### src/rtl/hazard_stall_ctrl_if.sv
// Pipeline-side bundle for the hazard/stall sequencer: ID/EX/MEM hazard
// inputs going in, stage enables, bubble request and stall statistics coming out.
interface hazard_stall_ctrl_if;
  logic [4:0]  id_rs;
  logic [4:0]  id_rt;
  logic [1:0]  id_tuse_rs;
  logic [1:0]  id_tuse_rt;
  logic        id_is_md;
  logic [4:0]  ex_dst;
  logic [1:0]  ex_tnew;
  logic [4:0]  mem_dst;
  logic [1:0]  mem_tnew;
  logic        ex_md_start;
  logic        ex_md_is_div;
  logic        pc_en;
  logic        en01;
  logic        flush12;
  logic        md_busy;
  logic [31:0] stall_cnt;

  modport master (
    output id_rs, id_rt, id_tuse_rs, id_tuse_rt, id_is_md,
    output ex_dst, ex_tnew, mem_dst, mem_tnew, ex_md_start, ex_md_is_div,
    input  pc_en, en01, flush12, md_busy, stall_cnt
  );

  modport slave (
    input  id_rs, id_rt, id_tuse_rs, id_tuse_rt, id_is_md,
    input  ex_dst, ex_tnew, mem_dst, mem_tnew, ex_md_start, ex_md_is_div,
    output pc_en, en01, flush12, md_busy, stall_cnt
  );
endinterface

### src/rtl/hazard_stall_ctrl.sv
// Stall/flush sequencer for the 5-stage pipeline plus the mult/div busy FSM.
// Optional feature macro: STALL_STATS_EN builds a saturating stalled-cycle counter.
module hazard_stall_ctrl #(
  parameter int MULT_CYCLES = 5,
  parameter int DIV_CYCLES  = 10,
  parameter int CNT_W       = 4
) (
  input  logic                clk,
  input  logic                reset,
  hazard_stall_ctrl_if.slave  bus
);

  typedef enum logic {
    MD_IDLE = 1'b0,
    MD_BUSY = 1'b1
  } md_state_t;

  localparam logic [CNT_W-1:0] MULT_LOAD = CNT_W'(MULT_CYCLES);
  localparam logic [CNT_W-1:0] DIV_LOAD  = CNT_W'(DIV_CYCLES);

  md_state_t        state_p1;
  md_state_t        state_d;
  logic [CNT_W-1:0] cnt_p1;
  logic [CNT_W-1:0] cnt_d;

  logic hz_rs;
  logic hz_rt;
  logic hz_md;
  logic stall;

  // A source operand hazards when its producer's result arrives later than the
  // consumer needs it; register 0 is hard-wired and never produced.
  function automatic logic data_hz(
    input logic [4:0] src,
    input logic [1:0] tuse,
    input logic [4:0] ex_dst,
    input logic [1:0] ex_tnew,
    input logic [4:0] mem_dst,
    input logic [1:0] mem_tnew
  );
    logic ex_hit;
    logic mem_hit;
    ex_hit  = (src == ex_dst)  && (ex_tnew  > tuse);
    mem_hit = (src == mem_dst) && (mem_tnew > tuse);
    return (src != 5'd0) && (ex_hit || mem_hit);
  endfunction

  function automatic logic [CNT_W-1:0] count_down(input logic [CNT_W-1:0] v);
    return (v == '0) ? '0 : v - CNT_W'(1);
  endfunction

  // ---- Stage 0: combinational hazard detection ----
  always_comb begin
    hz_rs = data_hz(bus.id_rs, bus.id_tuse_rs, bus.ex_dst, bus.ex_tnew,
                    bus.mem_dst, bus.mem_tnew);
    hz_rt = data_hz(bus.id_rt, bus.id_tuse_rt, bus.ex_dst, bus.ex_tnew,
                    bus.mem_dst, bus.mem_tnew);
    hz_md = bus.id_is_md && (bus.md_busy || bus.ex_md_start);
    // Held at zero in reset so IF/ID stays enabled and loads its reset values.
    stall = reset && (hz_rs || hz_rt || hz_md);
  end

  assign bus.pc_en   = ~stall;
  assign bus.en01    = ~stall;
  assign bus.flush12 = stall;

  // ---- Stage 1: mult/div busy countdown ----
  always_ff @(posedge clk or negedge reset) begin
    if (!reset) begin
      state_p1 <= MD_IDLE;
      cnt_p1   <= '0;
    end else begin
      state_p1 <= state_d;
      cnt_p1   <= cnt_d;
    end
  end

  always_comb begin
    state_d = state_p1;
    cnt_d   = cnt_p1;
    case (state_p1)
      MD_IDLE: begin
        cnt_d = '0;
        if (bus.ex_md_start) begin
          state_d = MD_BUSY;
          cnt_d   = bus.ex_md_is_div ? DIV_LOAD : MULT_LOAD;
        end
      end
      MD_BUSY: begin
        // A start seen here is ignored: the count is never reloaded mid-op.
        cnt_d = count_down(cnt_p1);
        if (cnt_p1 <= CNT_W'(1)) begin
          state_d = MD_IDLE;
        end
      end
      default: begin
        state_d = MD_IDLE;
        cnt_d   = '0;
      end
    endcase
  end

  assign bus.md_busy = (state_p1 == MD_BUSY);

`ifdef STALL_STATS_EN
  logic [31:0] stall_cnt_p1;

  function automatic logic [31:0] sat_inc(input logic [31:0] v);
    return (v == 32'hFFFF_FFFF) ? v : v + 32'd1;
  endfunction

  // ---- Stage 1: stalled-cycle statistics ----
  always_ff @(posedge clk or negedge reset) begin
    if (!reset) begin
      stall_cnt_p1 <= '0;
    end else if (stall) begin
      stall_cnt_p1 <= sat_inc(stall_cnt_p1);
    end
  end

  assign bus.stall_cnt = stall_cnt_p1;
`else
  assign bus.stall_cnt = 32'h0;
`endif

endmodule

### src/flat_wrapper.sv
// flat-port wrapper written by rule: the top's interface ports become plain ports
module hazard_stall_ctrl_flat 
#(
  parameter int MULT_CYCLES = 5,
  parameter int DIV_CYCLES  = 10,
  parameter int CNT_W       = 4
)
  (clk, reset, bus_id_rs, bus_id_rt, bus_id_tuse_rs, bus_id_tuse_rt, bus_id_is_md, bus_ex_dst, bus_ex_tnew, bus_mem_dst, bus_mem_tnew, bus_ex_md_start, bus_ex_md_is_div, bus_pc_en, bus_en01, bus_flush12, bus_md_busy, bus_stall_cnt);
  hazard_stall_ctrl_if bus_i ();
  input  logic clk;
  input  logic reset;
  input wire logic [$bits(bus_i.id_rs)-1:0] bus_id_rs;
  input wire logic [$bits(bus_i.id_rt)-1:0] bus_id_rt;
  input wire logic [$bits(bus_i.id_tuse_rs)-1:0] bus_id_tuse_rs;
  input wire logic [$bits(bus_i.id_tuse_rt)-1:0] bus_id_tuse_rt;
  input wire logic [$bits(bus_i.id_is_md)-1:0] bus_id_is_md;
  input wire logic [$bits(bus_i.ex_dst)-1:0] bus_ex_dst;
  input wire logic [$bits(bus_i.ex_tnew)-1:0] bus_ex_tnew;
  input wire logic [$bits(bus_i.mem_dst)-1:0] bus_mem_dst;
  input wire logic [$bits(bus_i.mem_tnew)-1:0] bus_mem_tnew;
  input wire logic [$bits(bus_i.ex_md_start)-1:0] bus_ex_md_start;
  input wire logic [$bits(bus_i.ex_md_is_div)-1:0] bus_ex_md_is_div;
  output wire logic [$bits(bus_i.pc_en)-1:0] bus_pc_en;
  output wire logic [$bits(bus_i.en01)-1:0] bus_en01;
  output wire logic [$bits(bus_i.flush12)-1:0] bus_flush12;
  output wire logic [$bits(bus_i.md_busy)-1:0] bus_md_busy;
  output wire logic [$bits(bus_i.stall_cnt)-1:0] bus_stall_cnt;
  assign bus_i.id_rs = bus_id_rs;
  assign bus_i.id_rt = bus_id_rt;
  assign bus_i.id_tuse_rs = bus_id_tuse_rs;
  assign bus_i.id_tuse_rt = bus_id_tuse_rt;
  assign bus_i.id_is_md = bus_id_is_md;
  assign bus_i.ex_dst = bus_ex_dst;
  assign bus_i.ex_tnew = bus_ex_tnew;
  assign bus_i.mem_dst = bus_mem_dst;
  assign bus_i.mem_tnew = bus_mem_tnew;
  assign bus_i.ex_md_start = bus_ex_md_start;
  assign bus_i.ex_md_is_div = bus_ex_md_is_div;
  assign bus_pc_en = bus_i.pc_en;
  assign bus_en01 = bus_i.en01;
  assign bus_flush12 = bus_i.flush12;
  assign bus_md_busy = bus_i.md_busy;
  assign bus_stall_cnt = bus_i.stall_cnt;
  hazard_stall_ctrl #(.MULT_CYCLES(MULT_CYCLES), .DIV_CYCLES(DIV_CYCLES), .CNT_W(CNT_W)) u_core (.clk(clk), .reset(reset), .bus(bus_i));
endmodule
### config.mk
export PLATFORM = sky130hd
export DESIGN_NAME = hazard_stall_ctrl_flat
export DESIGN_NICKNAME = d
export VERILOG_FILES = /design/src/rtl/hazard_stall_ctrl_if.sv /design/src/rtl/hazard_stall_ctrl.sv /design/src/flat_wrapper.sv
export SDC_FILE = /design/constraint.sdc
export NUM_CORES = 1
export LEC_CHECK = 0
export CAP_MARGIN = 40
export CORE_ASPECT_RATIO = 0.9
export CORE_MARGIN = 10
export CORE_UTILIZATION = 37
export DETAILED_ROUTE_END_ITERATION = 8
export PLACE_DENSITY = 0.95
export SLEW_MARGIN = 20
export SYNTH_ARGS = -nofsm -noshare
export SYNTH_HDL_FRONTEND = slang
export SYNTH_SLANG_ARGS = --single-unit
### constraint.sdc
create_clock -name clk -period 7.2 [get_ports clk]
set_input_delay 2.16 -clock clk [delete_from_list [all_inputs] [get_ports clk]]
set_output_delay 2.16 -clock clk [all_outputs]
set_load 0.03 [all_outputs]
==> out/results.tsv <==
metric	value	unit
crit path DAT	4500	ps
leakage dissipation	0.542	nW
Final Max Slew Viols	0	
Distinct cells, synth	24	
Fillers	238	
Final Cycle Share	92.5	%
dpl hpwl	2.32	mm
clk sinks	5	
met3 Usage GRT	3.22	%
Tmin final	6660	ps
TritonCTS buffer count	3	
Register Area	125	sq um
GP Congestion	0.828	
Syn Inst Count	114	
setup violators final	0	
Yosys top cell area share	27.1	%
PostCTS Resize Cnt	0	
Mapped Area	913	sq um
core area	0.00240	sq mm
Crit. End Element	output pin	
CP peak stage delay	680	ps
first-pass GRT wire length	3.88	mm
clock-pin slew on the worst setup and hold paths	40	ps
io pins	69	
VDD IR max	0.000161	V
Hold Buf Count CTS	0	
Final Hold Fails	0	
die area	0.00486	sq mm
Setup Buffers After CTS	0	
area grow syn2layout	31.8	%
Area contributors post-synth	buf_4, dfrtp_1, xnor2_1, ha_1, xor2_1	
Yosys warning count	0	
Clock Skew	0.679	ps
#FFs+latches synth	5	
type of the worst min-delay path	reg -> reg	
RSZ-0062 raised after global routing	no	
I/O Buffers	36	
outcome	finished, final reports clean	
# H-tree levels	1	
CTS tree	built	
Max FO, Critical Path	2	
area taken by multi-input logic gates	631	sq um
WL/cell	14.0	um
count leader, synth	buf_4	
Nets	194	
DRT Wirelength	2.52	mm
number of DRC markers in iteration 0	21	
EDFF count, synth	0	
initial antenna violation count	0	
share of cells above drive strength 1	3.29	%
ys async rst share	100	%
r2r setup slk	6090	ps
reg2reg start	u_core.bus.md_busy$_DFF_PN0_	
most used routing layer	met2	
DRC viols	0	
DRT Pass-1 Iters	4	
Critical Path RT	5040	ps
Root Buffer	clkbuf_4	
Power Dens Cells	168	mW/mm^2
reg2reg path depth	2	
met1 Use GR	9.91	%
MaxCap Viol Count	0	
pin count of the biggest net entering global routing	10	
insertion delay to the later sink of the worst-skew pair	230	ps
crit start category	input port	
Design Power	0.000202	W
Die Wd	72.4	um
n_diodes	0	
CTS Buffer Depth	2	
vias in the first global route	898	
Seq/Total Area, Yosys	13.7	%
Post-synth top cells	buf_4, xnor2_1, ha_1, nand2_1, xor2_1	
Setup TNS Final	0	ps
die span in y	67.1	um
ANT nets after route	0	
crit-path most repeated cell	clkdlybuf4s50_1	
Worst Setup EP	bus_pc_en	
RR Endpoint	u_core.cnt_p1[0]$_DFF_PN0_	
M2 GR Usage	18.7	%
vias	778	
Peak Freq	0.150	GHz
syn avg cell area	8.01	sq um
CP Cell Sequence	clkdlybuf4s50_1, inv_1, ha_1, nor2b_1, o21ai_0, a2111oi_2, o221ai_1, and3_1, clkdlybuf4s50_1	
Post-DP Area	0.00118	sq mm
Worst Setup SP	bus_id_tuse_rs[1]	
GRT Util Overall	9.76	%
Top FF cell, synth	dfrtp_1	
kind of critical path	in -> out	
Vias/cell	4.32	
Design Area, Final	0.00120	sq mm
Starting Density	38.0	%
Row Count	17	
grt total ovfl	0	
slowest CP cell	clkdlybuf4s50_1	
leading area contributor after synthesis	buf_4	
## layout by cell type, fill, tap and decap left out
cell,Yosys,final
a2111oi_2,1,1
a21oi_1,4,4
and3_1,1,1
clkbuf_1,0,1
clkbuf_4,0,3
clkdlybuf4s50_1,0,36
conb_1,1,32
dfrtp_1,5,5
ha_1,8,8
inv_1,7,7
nand2_1,8,8
nand2b_1,1,1
nand3_1,2,2
nand3b_1,1,1
nand4_1,3,3
nor2_1,1,1
nor2b_1,1,1
nor3_1,2,2
nor4_1,3,3
o211ai_1,1,1
o21ai_0,5,5
o221ai_1,2,2
or3b_2,1,1
or4_1,2,2
xnor2_1,13,13
xor2_1,8,8
## state kept, by name, summed over array words and instances, names as in the netlist
register / cells
u_core.bus.md_busy: 1
u_core.cnt_p1: 4
## layout make-up
class | instances | share of cell area (%)
multi-input cells | 100 | 52.4
repair buffers | 36 | 29.9
flip-flops and latches | 5 | 10.4
well taps | 28 | 2.91
clock buffers | 4 | 2.18
inverters | 7 | 2.18
## stage by stage
step / hold WS, ps / std cells / setup WS, ps / util (%)
floorplan: 493 / 145 / 1430 / -
global placement: 518 / 176 / 557 / 49.0
detailed placement: 548 / 176 / 513 / 49.0
CTS: 569 / 180 / 505 / 50.1
global route: 588 / 180 / 407 / 50.1
finish: 555 / 180 / 537 / 50.1
## power breakdown
part	internal (W)	total, W	switching, W
Clock	0.0000208	0.0000307	0.00000988
Sequential	0.0000406	0.0000546	0.0000141
Combinational	0.0000494	0.000117	0.0000673
## cells by family after synthesis
| kind of cell | synth area share (%) |
|---|---|
| XOR/XNOR | 20.1 |
| adder cells (fa/ha/maj) | 11.0 |
| AO/OA/AOI/OAI | 9.31 |
| buffers and inverters | 30.0 |
| flip-flops | 13.7 |
| other | 0.411 |
| AND/OR/NAND/NOR | 15.5 |
## layer usage
layer | up-vias | routed length, um
li1 | 396 | -
met1 | 350 | 933
met2 | 30 | 1370
met3 | 2 | 217
met4 | 0 | 6
met5 | - | 0
## critical path, delay by kind of cell
kind                     cells  cell delay (ps)
buffers and inverters        3             1180
AO/OA/AOI/OAI                3              500
AND/OR/NAND/NOR              2              360
adder cells (fa/ha/maj)      1              300
## worst min path at each step
stage | from | endpoint | cells past startpoint
final | u_core.cnt_p1[0]$_DFF_PN0_ | u_core.cnt_p1[0]$_DFF_PN0_ | 1
after global routing | u_core.cnt_p1[0]$_DFF_PN0_ | u_core.cnt_p1[0]$_DFF_PN0_ | 1
after CTS | u_core.cnt_p1[0]$_DFF_PN0_ | u_core.cnt_p1[0]$_DFF_PN0_ | 1
after detailed placement | u_core.cnt_p1[0]$_DFF_PN0_ | u_core.cnt_p1[0]$_DFF_PN0_ | 1
after global placement | u_core.cnt_p1[0]$_DFF_PN0_ | u_core.cnt_p1[0]$_DFF_PN0_ | 1
after floorplan | u_core.cnt_p1[0]$_DFF_PN0_ | u_core.cnt_p1[0]$_DFF_PN0_ | 1
(Power assumes the default switching activity.)
